[src/rtl/ecc_mem_port_arbiter.sv]
// Shares one memory command port between a FIFO write side and read side, with bounded-burst alternation.
// Define ARB_ECC_ERR_EN to add mem_rd_err / rd_err / ecc_err_sticky uncorrectable-error reporting.
module ecc_mem_port_arbiter #(
  parameter int DATA_WIDTH = 32,
  parameter int ADDR_WIDTH = 10,
  parameter int RD_LATENCY = 2,
  parameter int MAX_BURST  = 4
) (
  input  logic                  clk,
  input  logic                  reset,
  input  logic                  wr_req,
  input  logic [DATA_WIDTH-1:0] wr_data,
  output logic                  wr_gnt,
  input  logic                  rd_req,
  output logic                  rd_gnt,
  output logic                  rd_valid,
  output logic [DATA_WIDTH-1:0] rd_data,
  output logic                  mem_en,
  output logic                  mem_we,
  output logic [ADDR_WIDTH-1:0] mem_addr,
  output logic [DATA_WIDTH-1:0] mem_wdata,
  input  logic [DATA_WIDTH-1:0] mem_rdata,
`ifdef ARB_ECC_ERR_EN
  input  logic                  mem_rd_err,
  output logic                  rd_err,
  output logic                  ecc_err_sticky,
`endif
  output logic [ADDR_WIDTH:0]   count,
  output logic                  full,
  output logic                  empty
);

  localparam int BURST_W = $clog2(MAX_BURST + 1);
  localparam logic [BURST_W-1:0]  MAX_B   = BURST_W'(MAX_BURST);
  localparam logic [ADDR_WIDTH:0] DEPTH_C = {1'b1, {ADDR_WIDTH{1'b0}}};

  localparam logic [1:0] S_IDLE = 2'd0;
  localparam logic [1:0] S_WR   = 2'd1;
  localparam logic [1:0] S_RD   = 2'd2;

  logic [1:0]            state_q, state_d;
  logic [BURST_W-1:0]    burst_q, burst_d, burst_inc;
  logic [ADDR_WIDTH-1:0] wr_ptr_q, rd_ptr_q;
  logic [ADDR_WIDTH:0]   count_q, count_d;
  logic                  mem_en_q, mem_we_q;
  logic [ADDR_WIDTH-1:0] mem_addr_q;
  logic [DATA_WIDTH-1:0] mem_wdata_q;
  logic [RD_LATENCY-1:0] vld_q, vld_d;
  logic                  we_ok, re_ok;

  assign full  = (count_q == DEPTH_C);
  assign empty = (count_q == '0);
  assign we_ok = wr_req & ~full;
  assign re_ok = rd_req & ~empty;

  // With both sides eligible, stay on the current side until it has used MAX_BURST grants.
  always_comb begin
    wr_gnt = 1'b0;
    rd_gnt = 1'b0;
    if (we_ok && re_ok) begin
      case (state_q)
        S_WR: if (burst_q < MAX_B) wr_gnt = 1'b1; else rd_gnt = 1'b1;
        S_RD: if (burst_q < MAX_B) rd_gnt = 1'b1; else wr_gnt = 1'b1;
        default: wr_gnt = 1'b1;
      endcase
    end else begin
      wr_gnt = we_ok;
      rd_gnt = re_ok;
    end
  end

  assign burst_inc = (burst_q == MAX_B) ? MAX_B : burst_q + BURST_W'(1);

  always_comb begin
    state_d = S_IDLE;
    burst_d = '0;
    if (wr_gnt) begin
      state_d = S_WR;
      burst_d = (state_q == S_WR) ? burst_inc : BURST_W'(1);
    end else if (rd_gnt) begin
      state_d = S_RD;
      burst_d = (state_q == S_RD) ? burst_inc : BURST_W'(1);
    end
  end

  always_comb begin
    case ({wr_gnt, rd_gnt})
      2'b10:   count_d = count_q + (ADDR_WIDTH+1)'(1);
      2'b01:   count_d = count_q - (ADDR_WIDTH+1)'(1);
      default: count_d = count_q;
    endcase
  end

  // Read-return tracker: one bit per cycle of memory latency, fed by issued read commands.
  always_comb begin
    vld_d    = vld_q << 1;
    vld_d[0] = mem_en_q & ~mem_we_q;
  end

  always_ff @(posedge clk or negedge reset) begin
    if (!reset) begin
      state_q     <= S_IDLE;
      burst_q     <= '0;
      wr_ptr_q    <= '0;
      rd_ptr_q    <= '0;
      count_q     <= '0;
      mem_en_q    <= 1'b0;
      mem_we_q    <= 1'b0;
      mem_addr_q  <= '0;
      mem_wdata_q <= '0;
      vld_q       <= '0;
    end else begin
      state_q  <= state_d;
      burst_q  <= burst_d;
      count_q  <= count_d;
      vld_q    <= vld_d;
      mem_en_q <= wr_gnt | rd_gnt;
      mem_we_q <= wr_gnt;
      if (wr_gnt) begin
        wr_ptr_q    <= wr_ptr_q + ADDR_WIDTH'(1);
        mem_addr_q  <= wr_ptr_q;
        mem_wdata_q <= wr_data;
      end
      if (rd_gnt) begin
        rd_ptr_q   <= rd_ptr_q + ADDR_WIDTH'(1);
        mem_addr_q <= rd_ptr_q;
      end
    end
  end

  assign mem_en    = mem_en_q;
  assign mem_we    = mem_we_q;
  assign mem_addr  = mem_addr_q;
  assign mem_wdata = mem_wdata_q;
  assign count     = count_q;
  assign rd_valid  = vld_q[RD_LATENCY-1];
  assign rd_data   = rd_valid ? mem_rdata : '0;

`ifdef ARB_ECC_ERR_EN
  logic sticky_q;

  assign rd_err = rd_valid & mem_rd_err;

  always_ff @(posedge clk or negedge reset) begin
    if (!reset)      sticky_q <= 1'b0;
    else if (rd_err) sticky_q <= 1'b1;
  end

  assign ecc_err_sticky = sticky_q;
`endif

endmodule

[config.mk]
export PLATFORM = sky130hd
export DESIGN_NAME = ecc_mem_port_arbiter
export DESIGN_NICKNAME = d
export VERILOG_FILES = /design/src/rtl/ecc_mem_port_arbiter.sv
export SDC_FILE = /design/constraint.sdc
export NUM_CORES = 1
export LEC_CHECK = 0
export ABC_AREA = 1
export CAP_MARGIN = 40
export CORE_MARGIN = 4
export CORE_UTILIZATION = 49
export DETAILED_ROUTE_END_ITERATION = 16
export GPL_TIMING_DRIVEN = 1
export PLACE_DENSITY_LB_ADDON = 0.08
export SLEW_MARGIN = 20
export SYNTH_ARGS = -nofsm -noshare
export SYNTH_HDL_FRONTEND = slang
export SYNTH_SLANG_ARGS = --single-unit
[constraint.sdc]
create_clock -name clk -period 4.5 [get_ports clk]
set_input_delay 1.35 -clock clk [delete_from_list [all_inputs] [get_ports clk]]
set_output_delay 1.35 -clock clk [all_outputs]
set_load 0.02 [all_outputs]
# Word level (Yosys, flattened, before mapping)
# Cells that the tools add are included.
[totals]
register_bits = 82
out_inout_bits = 92
[classes]
add_sub_neg = 5
order_cmp = 1
n_eq_ne = 6
mux = 17
bitwise_logic = 7
n_reduce_logical = 4
[op_table]
columns = ["cell", "count"]
rows = [
  ["32-bit 2-to-1 mux", 1],
  ["11-bit one-hot mux with 2 select lines", 1],
  ["10-bit by 1-bit adder with 10-bit output, second input constant", 2],
  ["10-bit 2-to-1 mux", 2],
  ["3-bit 2-to-1 mux", 5],
  ["11-bit by 1-bit adder with 11-bit output, second input constant", 1],
  ["11-bit equality test, second input constant", 1],
  ["11-bit zero test", 1],
  ["11-bit by 1-bit subtractor with 11-bit output, second input constant", 1],
  ["2-bit by 1-bit equality test with 1-bit output, second input constant", 2],
  ["2-bit equality test, second input constant", 2],
  ["1-bit 2-to-1 mux", 4],
  ["2-bit 2-to-1 mux", 2],
  ["1-bit one-hot mux with 2 select lines", 2],
  ["2-bit nonzero test", 2],
  ["3-bit by 1-bit adder with 3-bit output, second input constant", 1],
  ["1-bit bitwise AND", 3],
  ["3-bit equality test, second input constant", 1],
  ["3-bit < comparator, second input constant", 1],
  ["1-bit NOT", 3],
  ["1-bit logical AND", 1],
  ["1-bit bitwise OR", 1],
]

# Longest topological paths before layout
[logic_depth]
ltp_word = 7
depth_mapped = 25

# Worst setup path after synthesis
# OpenSTA, ideal clock, no wires.
[synth_path]
kind = "in2reg"
from = "input rd_req"
to = "register count_q[10] (netlist: count[10])"
setup_time_ns = 0.117
arrival_ns = 3.271
required_ns = 4.383
path_slack_ns = 1.111
stages = 19
path_buffers = 3
cell_sequence = "a21boi_4 -> nand2_2 -> nand2_2 -> buf_2 -> ha_1 -> buf_4 -> buf_4 -> nand2_1 -> nand2_1 -> ha_1 -> inv_1 -> nand2_1 -> nand3_1 -> nand2_1 -> nand3_1 -> nand3_1 -> nand2_1 -> nand2_1 -> nand2_1"
[synth_via]
elab_chain_cells = 5
[synth_lines]
columns = ["element", "line_no", "text"]
rows = [
  ["from (decl)", "14", "input logic rd_req,"],
  ["1-bit bitwise AND (*)", "54", "assign re_ok = rd_req & ~empty;"],
  ["1-bit logical AND", "60", "if (we_ok && re_ok) begin"],
  ["1-bit 2-to-1 mux", "60", ""],
  ["2-bit by 1-bit equality test with 1-bit output / 2-bit equality test (equally long branches)", "87", "case ({wr_gnt, rd_gnt})"],
  ["11-bit one-hot mux with 2 select lines / 2-bit nonzero test (equally long branches)", "n/a", ""],
  ["to (signal assigned)", "115", "count_q <= count_d;"],
  ["to (decl)", "44", "logic [ADDR_WIDTH:0] count_q, count_d;"],
]
# Every way passes the cells marked *; elsewhere a longest branch is shown, timed or not.
# A chain may end at the register's enable or synchronous reset.

# Worst setup path after layout
[layout_path]
from = "input rd_req"
to = "output rd_gnt"
[layout_via]
elab_chain_cells = 3
[layout_lines]
columns = ["element", "line_no", "text"]
rows = [
  ["1-bit bitwise AND (*)", "54", ""],
  ["1-bit logical AND", "60", ""],
  ["1-bit 2-to-1 mux (*)", "60", ""],
  ["to (decl)", "15", "output logic rd_gnt,"],
]
# Marks and branches as above.

==> flow_metrics.env <==
export IMPL_setup_viol=0
export IMPL_crit_type="input pin to output port"
export IMPL_yosys_area_top_type_share_pct=45.3
export IMPL_grt_antenna_before_repair=0
export IMPL_cp_max_fo=5
export IMPL_cellLeakagePower_uw=0.00330
export IMPL_holdPathEnd="vld_q[1]"
export IMPL_reg2reg_to="count[10]"
export IMPL_hold_viol_final=0
export IMPL_wl_um=11700
export IMPL_placed_area_um2=6140
export IMPL_min_path_type="flop to flop"
export IMPL_initial_core_util_pct=50.8
export IMPL_antenna_left=0
export IMPL_drt_met1_wl_um=5110
export IMPL_max_cap_violations=0
export IMPL_cp_data_arrival_time_ns=2.84
export IMPL_grt_pass1_vias=4140
export IMPL_start_kind="input pin"
export IMPL_core_area_um2=8810
export IMPL_drive_above_1_share_pct=5.11
export IMPL_vdd_ir_drop_worst_uv=356
export IMPL_synth_most_common_cell="nand2_1"
export IMPL_skew_ns=0.0119
export IMPL_end_kind="output port"
export IMPL_dp_hpwl_um=8840
export IMPL_area_growth_pct=41.7
export IMPL_ys_seq_area_share_pct=45.3
export IMPL_tightest_slew_ns=0.477
export IMPL_p_per_area_nw_per_um2=482
export IMPL_gp_congestion=0.906
export IMPL_slew_headroom_pct=68.2
export IMPL_clock_path_buffers=2
export IMPL_routed_via_density=4.75
export IMPL_grt_overflow=0
export IMPL_clock_latency_ns=0.36
export IMPL_reg2reg_depth=23
export IMPL_grt_first_pass_wirelength_um=20300
export IMPL_final_max_slew_viol_count=0
export IMPL_multi_input_comb_area_um2=1990
export IMPL_cts_resized=0
export IMPL_path_common_cell="clkdlybuf4s50_1"
export IMPL_vias=4228
export IMPL_fin_tns_setup_ns=0
export IMPL_path_delay_family="buffers and inverters"
export IMPL_finalInstanceArea_um2=6340
export IMPL_drt_initial_drc_count=158
export IMPL_clkSlewWorstSetupHoldPaths_ns=0.09
export IMPL_met3_length_um=713
export IMPL_diodes=0
export IMPL_grt_use_total_pct=22.6
export IMPL_synth_nets=701
export IMPL_clock_sinks=81
export IMPL_holdBufCountCts=0
export IMPL_path_cells="clkdlybuf4s50_1, a21boi_4, nand2_4, inv_2, clkdlybuf4s50_1"
export IMPL_max_stage_delay_ns=0.61
export IMPL_wl_met2_um=5820
export IMPL_worst_path_buf_inv=3
export IMPL_synthArstFlopShare_pct=100
export IMPL_rrSetupSlack_ns=1.38
export IMPL_detail_route_wl_per_cell_um=13.2
export IMPL_cts_root_buf="clkbuf_8"
export IMPL_r2r_start="count[7]"
export IMPL_final_fill_count=721
export IMPL_die_w_um=104
export IMPL_min_from="vld_q[0]"
export IMPL_ys_ff_latch=81
export IMPL_portBuffers=159
export IMPL_rows=34
export IMPL_finish_utilization_pct=72.0
export IMPL_drc_errors=0
export IMPL_fmax_mhz=239
export IMPL_syn_mean_instance_area_um2=7.19
export IMPL_cts_tree="built"
export IMPL_status="finished, final reports clean"
export IMPL_fp_dieH_um=104
export IMPL_synth_common_cells="nand2_1 (275), inv_1 (83), dfrtp_1 (81), nor2_1 (34), o21ai_0 (33)"
export IMPL_synth_area_leaders="dfrtp_1 (45%), nand2_1 (23%), inv_1 (7.0%)"
export IMPL_yosysTopAreaCell="dfrtp_1"
export IMPL_rsz0062_at_grt="false"
export IMPL_finalCritPeriodShare_pct=93.1
export IMPL_syn_area_um2=4480
export IMPL_ys_types=29
export IMPL_synth_edff_count=0
export IMPL_htreeDepth=3
export IMPL_cts_buffers=9
export IMPL_grt_start_max_net_pins=55
export IMPL_dr_pass1_iters=4
export IMPL_whs_path_depth=0
export IMPL_crit_slowest_cell="clkdlybuf4s50_1"
export IMPL_ioPinCount=160
export IMPL_crit_required_ns=3.15
export IMPL_synthCells=623
export IMPL_synth_ff_type="dfrtp_1"
export IMPL_die_area_um2=10700
export IMPL_layout_min_cycle_time_ns=4.19
export IMPL_layout_area_seq_um2=2030
export IMPL_final_nets=856
export IMPL_highest_layer="met4"
export IMPL_synth_warnings=0
export IMPL_cts_setup_buffers=0
flip-flops by register name, summed over array words and instances, names as in the netlist:
name       cells
state_q        2
mem_wdata     32
mem_en         1
count         11
wr_ptr_q      10
mem_addr      10
vld_q          2
burst_q        3
rd_ptr_q      10
through the flow:
stage | setup slack, ns | total power (uW) | std cells | hold slack, ns
floorplan | 1.11 | 1960 | 623 | 0.331
global placement | 0.315 | 2510 | 873 | 0.333
detailed placement | 0.303 | 2550 | 874 | 0.339
CTS | 0.303 | 3070 | 890 | 0.369
global route | 0.255 | 3290 | 891 | 0.373
finish | 0.309 | 3060 | 891 | 0.361
area by class of cell:
| cell class | count | share of cell area [%] |
|---|---|---|
| inverter | 89 | 5.27 |
| sequential | 81 | 32.0 |
| timing repair buffer | 166 | 26.3 |
| tap | 108 | 2.13 |
| clock buffer | 10 | 2.17 |
| clock inverter | 6 | 0.789 |
| multi-input combinational | 431 | 31.4 |
logic make-up (layout without fill, tap and decap cells):
family                     after synthesis  in the layout  share of synthesized area [%]
AOI/OAI and AO/OA                       41             41                           5.14
adders and majority gates               10             10                           2.79
DFF                                     81             81                           45.3
buffers and inverters                  111            271                           10.3
and+or+nand+nor                        360            360                           32.6
xor gates and xnor gates                20             20                           3.91
routing by layer:
layer	track usage, %	up-vias
li1	-	2183
met1	28.8	1916
met2	39.1	120
met3	5.97	9
met4	4.46	0
met5	0	-
cells in the final DEF (no fill, tap or decap), types with 2 or more instances in the layout:
| master | count |
|---|---|
| clkdlybuf4s50_1 | 158 |
| xor2_1 | 16 |
| clkinvlp_4 | 2 |
| nand3b_1 | 2 |
| nor2_1 | 34 |
| ha_1 | 10 |
| buf_4 | 6 |
| a21oi_1 | 3 |
| nand3_2 | 3 |
| inv_1 | 83 |
| clkbuf_8 | 10 |
| nor4_1 | 2 |
| nand3_1 | 25 |
| nand4_1 | 3 |
| inv_2 | 6 |
| dfrtp_1 | 81 |
| nor3_1 | 10 |
| xnor2_1 | 4 |
| clkinv_4 | 2 |
| nand2_2 | 4 |
| o21ai_0 | 33 |
| inv_6 | 2 |
| nand2_1 | 275 |
how the worst max path moves through the flow:
stage / from / to / slack [ns] / cells after the start
CTS: rd_req / rd_gnt / 0.30 / 5
global placement: rd_req / rd_gnt / 0.31 / 5
finish: rd_req / rd_gnt / 0.31 / 5
floorplan: rd_req / count[10] / 1.11 / 19
global route: rd_req / wr_gnt / 0.25 / 6
detailed placement: rd_req / rd_gnt / 0.30 / 5
power breakdown:
group / switching (uW) / internal [uW] / leakage, uW
logic: 795 / 601 / 0.00220
registers: 207 / 942 / 0.00101
clock network: 291 / 221 / 0.0000895
total: 1290 / 1760 / 0.00330
Power figures use the tool's default switching activity.
